==> src/rtl/sine_lut_scheduler.sv <==
// sine_lut_scheduler
//   Steps N_CH phase accumulators through one shared, synchronous, half-period
//   sine ROM. On each sample strobe every channel is read back-to-back, the
//   half-wave sign is applied, and all outputs update together so the phases
//   stay coherent.
//
// Ports
//   clk, rst     : clock, synchronous active-high reset
//   en           : sample strobe, starts a frame (ignored + overrun when busy)
//   lut_addr     : registered ROM address
//   lut_rd       : ROM read enable, high while lut_addr is valid
//   lut_data     : ROM magnitude, valid one cycle after lut_addr/lut_rd
//   cfg_wr       : write step/phase shadows of channel cfg_ch
//   cfg_ch       : channel index for cfg_wr
//   cfg_step     : new step (shadow)
//   cfg_phase    : new start position (shadow)
//   cfg_sync     : reload positions from phase shadows at next frame start
//   cfg_err      : 1-cycle pulse when a cfg_wr is rejected
//   out_wave     : packed signed samples, ch0 in the LSB slice
//   frame_valid  : 1-cycle pulse when out_wave updates
//   busy         : frame in progress
//   overrun      : sticky, en arrived while busy
module sine_lut_scheduler #(
  parameter int N_CH      = 3,
  parameter int LUT_DEPTH = 10000,
  parameter int ADDR_W    = 14,
  parameter int DATA_W    = 12
) (
  input  logic                          clk,
  input  logic                          rst,
  input  logic                          en,
  output logic [ADDR_W-1:0]             lut_addr,
  output logic                          lut_rd,
  input  logic [DATA_W-1:0]             lut_data,
  input  logic                          cfg_wr,
  input  logic [1:0]                    cfg_ch,
  input  logic [ADDR_W-1:0]             cfg_step,
  input  logic [ADDR_W:0]               cfg_phase,
  input  logic                          cfg_sync,
  output logic                          cfg_err,
  output logic [N_CH*(DATA_W+1)-1:0]    out_wave,
  output logic                          frame_valid,
  output logic                          busy,
  output logic                          overrun
);

  localparam int POS_W = ADDR_W + 1;
  localparam int SMP_W = DATA_W + 1;
  localparam logic [POS_W-1:0] PERIOD   = POS_W'(2 * LUT_DEPTH);
  localparam logic [POS_W-1:0] HALF     = POS_W'(LUT_DEPTH);
  localparam logic [2:0]       N_CH_W   = 3'(N_CH);
  localparam logic [1:0]       LAST_CH  = 2'(N_CH - 1);

  typedef enum logic [1:0] {IDLE, ISSUE, DRAIN, UPDATE} state_t;

  state_t                   state_reg;
  logic [1:0]               ch_reg;
  logic                     sync_pending_reg;

  logic [POS_W-1:0]         pos_reg          [N_CH];
  logic [ADDR_W-1:0]        step_reg         [N_CH];
  logic [POS_W-1:0]         phase_shadow_reg [N_CH];
  logic [ADDR_W-1:0]        step_shadow_reg  [N_CH];
  logic [POS_W-1:0]         phase_shadow_next[N_CH];
  logic [ADDR_W-1:0]        step_shadow_next [N_CH];
  logic signed [SMP_W-1:0]  staging_reg      [N_CH];
  logic [N_CH*SMP_W-1:0]    staging_flat;

  // Sign/channel tags travel alongside the ROM read so the capture cycle
  // knows what the returning magnitude belongs to.
  logic                     sign_issue_reg, sign_rom_reg;
  logic [1:0]               idx_issue_reg, idx_rom_reg;
  logic                     rd_rom_reg;

  logic                     cfg_ok;
  logic                     frame_start;
  logic                     sync_now;
  logic                     issue_valid;
  logic [1:0]               issue_ch;
  logic [POS_W-1:0]         pos_src;
  logic [ADDR_W-1:0]        step_src;
  logic [POS_W:0]           pos_sum;
  logic [POS_W-1:0]         pos_new;
  logic                     issue_neg;
  logic [ADDR_W-1:0]        issue_addr;
  logic [SMP_W-1:0]         mag_ext;
  logic signed [SMP_W-1:0]  sample;

  assign cfg_ok      = cfg_wr && ({1'b0, cfg_ch} < N_CH_W) && (cfg_phase < PERIOD);
  assign frame_start = en && (state_reg == IDLE);
  assign sync_now    = sync_pending_reg || cfg_sync;

  // Channel 0 is issued on the same edge that starts the frame, so it must
  // see this cycle's cfg write / sync request directly rather than waiting
  // for the shadow and live registers to catch up.
  always_comb begin
    issue_valid = 1'b0;
    issue_ch    = 2'd0;
    pos_src     = '0;
    step_src    = '0;
    if (frame_start) begin
      issue_valid = 1'b1;
      pos_src     = sync_now ? phase_shadow_next[0] : pos_reg[0];
      step_src    = step_shadow_next[0];
    end else if (state_reg == ISSUE && ch_reg != LAST_CH) begin
      issue_valid = 1'b1;
      issue_ch    = ch_reg + 2'd1;
      pos_src     = pos_reg[issue_ch];
      step_src    = step_reg[issue_ch];
    end
  end

  assign pos_sum    = {1'b0, pos_src} + (POS_W+1)'(step_src);
  assign pos_new    = (pos_sum >= {1'b0, PERIOD}) ? POS_W'(pos_sum - {1'b0, PERIOD})
                                                  : POS_W'(pos_sum);
  assign issue_neg  = (pos_src >= HALF);
  assign issue_addr = issue_neg ? ADDR_W'(pos_src - HALF) : ADDR_W'(pos_src);

  assign mag_ext = {1'b0, lut_data};
  assign sample  = sign_rom_reg ? -$signed(mag_ext) : $signed(mag_ext);

  generate
    for (genvar gi = 0; gi < N_CH; gi++) begin : g_ch
      localparam logic [POS_W-1:0] RST_POS = POS_W'((gi * 2 * LUT_DEPTH) / N_CH);
      localparam logic [1:0]       CH_ID   = 2'(gi);

      assign step_shadow_next[gi]  = (cfg_ok && cfg_ch == CH_ID) ? cfg_step  : step_shadow_reg[gi];
      assign phase_shadow_next[gi] = (cfg_ok && cfg_ch == CH_ID) ? cfg_phase : phase_shadow_reg[gi];
      assign staging_flat[gi*SMP_W +: SMP_W] = staging_reg[gi];

      always_ff @(posedge clk) begin
        if (rst) begin
          step_shadow_reg[gi]  <= ADDR_W'(1);
          phase_shadow_reg[gi] <= RST_POS;
          step_reg[gi]         <= ADDR_W'(1);
          pos_reg[gi]          <= RST_POS;
          staging_reg[gi]      <= '0;
        end else begin
          step_shadow_reg[gi]  <= step_shadow_next[gi];
          phase_shadow_reg[gi] <= phase_shadow_next[gi];
          if (frame_start)
            step_reg[gi] <= step_shadow_next[gi];
          if (issue_valid && issue_ch == CH_ID)
            pos_reg[gi] <= pos_new;
          else if (frame_start && sync_now)
            pos_reg[gi] <= phase_shadow_next[gi];
          if (rd_rom_reg && idx_rom_reg == CH_ID)
            staging_reg[gi] <= sample;
        end
      end
    end
  endgenerate

  always_ff @(posedge clk) begin
    if (rst) begin
      state_reg        <= IDLE;
      ch_reg           <= 2'd0;
      sync_pending_reg <= 1'b0;
      lut_addr         <= '0;
      lut_rd           <= 1'b0;
      cfg_err          <= 1'b0;
      out_wave         <= '0;
      frame_valid      <= 1'b0;
      busy             <= 1'b0;
      overrun          <= 1'b0;
      sign_issue_reg   <= 1'b0;
      sign_rom_reg     <= 1'b0;
      idx_issue_reg    <= 2'd0;
      idx_rom_reg      <= 2'd0;
      rd_rom_reg       <= 1'b0;
    end else begin
      frame_valid  <= 1'b0;
      cfg_err      <= cfg_wr && !cfg_ok;
      rd_rom_reg   <= lut_rd;
      sign_rom_reg <= sign_issue_reg;
      idx_rom_reg  <= idx_issue_reg;

      if (en && state_reg != IDLE)
        overrun <= 1'b1;

      if (frame_start)
        sync_pending_reg <= 1'b0;
      else if (cfg_sync)
        sync_pending_reg <= 1'b1;

      if (issue_valid) begin
        lut_addr       <= issue_addr;
        lut_rd         <= 1'b1;
        sign_issue_reg <= issue_neg;
        idx_issue_reg  <= issue_ch;
      end

      case (state_reg)
        IDLE: begin
          if (en) begin
            state_reg <= ISSUE;
            ch_reg    <= 2'd0;
            busy      <= 1'b1;
          end
        end
        ISSUE: begin
          if (ch_reg == LAST_CH) begin
            state_reg <= DRAIN;
            lut_rd    <= 1'b0;
          end else begin
            ch_reg <= ch_reg + 2'd1;
          end
        end
        DRAIN: begin
          // last ROM word is captured on this edge
          state_reg <= UPDATE;
        end
        UPDATE: begin
          out_wave    <= staging_flat;
          frame_valid <= 1'b1;
          busy        <= 1'b0;
          state_reg   <= IDLE;
        end
        default: state_reg <= IDLE;
      endcase
    end
  end

endmodule

==> config.mk <==
export PLATFORM = sky130hd
export DESIGN_NAME = sine_lut_scheduler
export DESIGN_NICKNAME = d
export VERILOG_FILES = /design/src/rtl/sine_lut_scheduler.sv
export SDC_FILE = /design/constraint.sdc
export NUM_CORES = 1
export LEC_CHECK = 0
export CAP_MARGIN = 25
export CORE_MARGIN = 2
export CORE_UTILIZATION = 30
export CTS_CLUSTER_SIZE = 24
export DETAILED_ROUTE_END_ITERATION = 16
export PLACE_DENSITY = 0.46
export SYNTH_ARGS = -nofsm -noshare
export SYNTH_HDL_FRONTEND = slang
export SYNTH_SLANG_ARGS = --single-unit
==> constraint.sdc <==
create_clock -name clk -period 7.9 [get_ports clk]
set_input_delay 1.58 -clock clk [delete_from_list [all_inputs] [get_ports clk]]
set_output_delay 1.58 -clock clk [all_outputs]
set_load 0.05 [all_outputs]
==> summary.md <==
| Metric | Value |
|---|---|
| Via count | `9542` |
| Starting Density | `30.47%` |
| Remaining global-route overflow | `0` |
| CP startpoint kind | `input pin` |
| Skew-Pair Late Insertion Delay | `roughly 0.54 ns` |
| Final min period | `7.044 ns` |
| Multiplexer share of the synthesized area | `between 10% and 20%` |
| Avg Inst Size Synth | `10.42 µm²` |
| Setup bufs post-CTS | `0` |
| I/O Buffers | `105` |
| Synth Instances | `between 1000 and 1500` |
| Final hold viol count | `0` |
| Post-synth EDFFs | `126` |
| Cts repair resizes | `0` |
| Adder-Cell Fraction of Synth Area | `2.397%` |
| GRT Util Overall | `17.40%` |
| Die footprint | `roughly 0.044 mm²` |
| Post-synth top area share | `around 30%` |
| Num CTS Buffers | `35` |
| Fin nets | `roughly 1400` |
| Simple-gate share of the synthesized area | `14.67%` |
| Final WL | `38580 µm` |
| Core area | `about 0.042 mm²` |
| Vias in the first global route | `roughly 9300` |
| Root Driver | `clkbuf_16` |
| Detail Placement HPWL | `26470 µm` |
| Synth Area in XOR/XNOR | `1.900%` |
| Final ANT Viol Nets | `0` |
| # DRC | `0` |
| Slew margin rel. | `approximately a third` |
| F_max | `142.0 MHz` |
| Syn Nets | `between 1000 and 1500` |
| Synth Area in Compound Gates | `12.92%` |
| Largest net degree at the start of global routing | `70` |
| Area Overhead vs Synth | `21.55%` |
| Top cells by count, synth | `207 x nor2_1, 157 x dfxtp_1, 139 x mux2i_1` |
| Total negative slack | `0 ns` |
| IO Pins | `106` |
| Crit path DAT | `approximately 7.3 ns` |
| Worst Tran Pin Value | `slightly above 1 ns` |
| Synthesized flop and latch total | `283` |
| Filler Cells Inserted | `between 4000 and 5000` |
| Hold Path Class | `reg -> reg` |
| Die height | `210.9 µm` |
| Area of placed instances | `0.01452 mm²` |
| Required time worst endpoint | `around 8 ns` |
| # setup viols final | `0` |
| Pleak | `approximately 5.6 nW` |
| Worst-path clk slew | `0.06 ns` |
| Num Clock Sinks | `about 280` |
| Placed cells | `1834` |
| # diodes | `0` |
| RSZ-0062 raised after global routing | `false` |
| Syn. warnings | `0` |
| First-pass GRT wire length | `58340 µm` |
| Clock buffer depth | `3` |
| VDD IR max | `0.0002281 V` |
| Status | `completed` |
| MaxCap Viol Count | `0` |
| Finished Layout Cells | `between 1500 and 2000` |
| Synth cell types | `68` |
| Register area share after synthesis | `between 50% and 60%` |
| Routed wire per std cell | `20.32 µm` |
| Critical-path maximum fanout | `15` |
| Setup crit end kind | `register` |
| Cts hold-fix bufs | `0` |
| Count leader, synth | `nor2_1` |
| CTS tree | `done` |
| Die Wd | `210.9 µm` |
| Most used DFF post-synth | `dfxtp_1` |
| Initial antenna violation count | `0` |
| Top cells by area, synth | `edfxtp_1 29%, dfxtp_1 24%, mux2i_1 11%` |
| Async set-reset flop share out of synthesis | `0%` |
| Leading area contributor after synthesis | `edfxtp_1` |
| Drt pass-1 iters | `7` |
| Finished Cell Area | `approximately 0.016 mm²` |
| Largest family of logic cells by synthesized area | `simple AND/OR/NAND/NOR gates` |
| Gpl congestion | `0.8457` |
| Post-Syn Area | `around 0.013 mm²` |
| Layout cell share with drive strength beyond 1 | `8.456%` |
| Hold slack final | `0.4514 ns` |
| Clock skew | `about 0.018 ns` |
| P per Cell Area | `337.5 mW/mm²` |
| Crit path kind | `in -> reg` |
| Util after Layout | `37.04%` |
| FP Rows | `75` |
| CTS H-tree depth | `2` |
| Fin crit share | `89.17%` |
| Vias per cell | `between 5 and 6` |
| DR iter-0 viols | `610` |
| Slew Limit Fails | `0` |
[final timing paths]
kind,startpoint,end,slack [ns],cells after the start
max,cfg_ch[0],pos_reg[1][11],0.86,17
min,idx_issue_reg[0],idx_issue_reg[0],0.45,2
max reg2reg,state_reg[0],pos_reg[1][11],2.29,18
min reg2reg,idx_issue_reg[0],idx_issue_reg[0],0.45,2
[layout by cell type (no fill, tap or decap), types with 6 or more instances in the layout]
master	count
nand2_1	74
buf_4	31
clkbuf_16	36
inv_1	25
nor2_1	207
dfxtp_1	156
a211oi_1	8
o21ai_0	39
mux2i_1	139
edfxtp_1	126
or2_2	7
o211ai_1	8
clkdlybuf4s50_1	104
a21o_1	15
nor3_1	38
o22ai_1	40
xnor2_1	11
clkbuf_1	12
o21a_1	6
or3_1	8
ha_1	21
nand3_1	21
a22oi_1	18
nand2b_1	20
nor2b_1	18
a21oi_1	44
a31oi_1	9
xor2_1	15
[through the flow]
stage	setup WS, ns	power, mW
6_report	0.8557	5.266
5_1_grt	0.5264	5.547
4_1_cts	0.8333	5.309
3_5_place_dp	0.2680	3.757
3_3_place_gp	0.4363	3.754
2_1_floorplan	1.949	3.081
[final cells by class]
| type | instances | area (µm²) | share of cell area, % |
|---|---|---|---|
| repair buffers | 137 | 1296 | 8.307 |
| clock buffers | 50 | 973.4 | 6.238 |
| multi-input cells | 851 | 5533 | 35.46 |
| flip-flops and latches | 283 | 6928 | 44.40 |
| clock inverters | 14 | 106.4 | 0.6815 |
| well taps | 539 | 674.4 | 4.322 |
| inverters | 25 | 93.84 | 0.6013 |
[worst max-delay path, cell delays in order]
cell,delay [ns]
clkdlybuf4s50_1,0.48
a21boi_0,0.61
o211a_4,0.42
nand2_2,0.34
mux2i_1,0.35
o22ai_1,0.14
ha_1,0.28
fa_1,0.44
a211oi_1,0.39
o21ai_1,0.20
and4_1,0.24
or3_1,0.46
nor3b_2,0.26
a221o_1,0.43
o211ai_1,0.17
xor2_1,0.31
a22oi_1,0.15
[power by group]
group | total (mW) | leakage (nW) | internal, mW | switching, mW
clock network | 1.53 | 0.525 | 0.894 | 0.637
logic | 1.90 | 2.51 | 0.631 | 1.27
registers | 1.83 | 2.57 | 1.75 | 0.0892
total | 5.27 | 5.60 | 3.27 | 2.00
[per-layer routing]
layer	vias up	GRT usage (%)	part of all wire (%)
met1	4624	24.54	48
met2	230	27.13	45
met5	-	0	0
met4	0	5.002	2.3
met3	55	3.330	4.3
li1	4633	-	-
[kinds of logic (layout without fill, tap and decap cells)]
logic type	after synthesis	count (layout)
simple gates	418	418
flops	283	283
compound gates	241	241
mux	141	141
buf+inv	98	226
xor+xnor	27	27
fa+ha+maj	24	24
No activity file was read; power rests on OpenSTA's default activity.
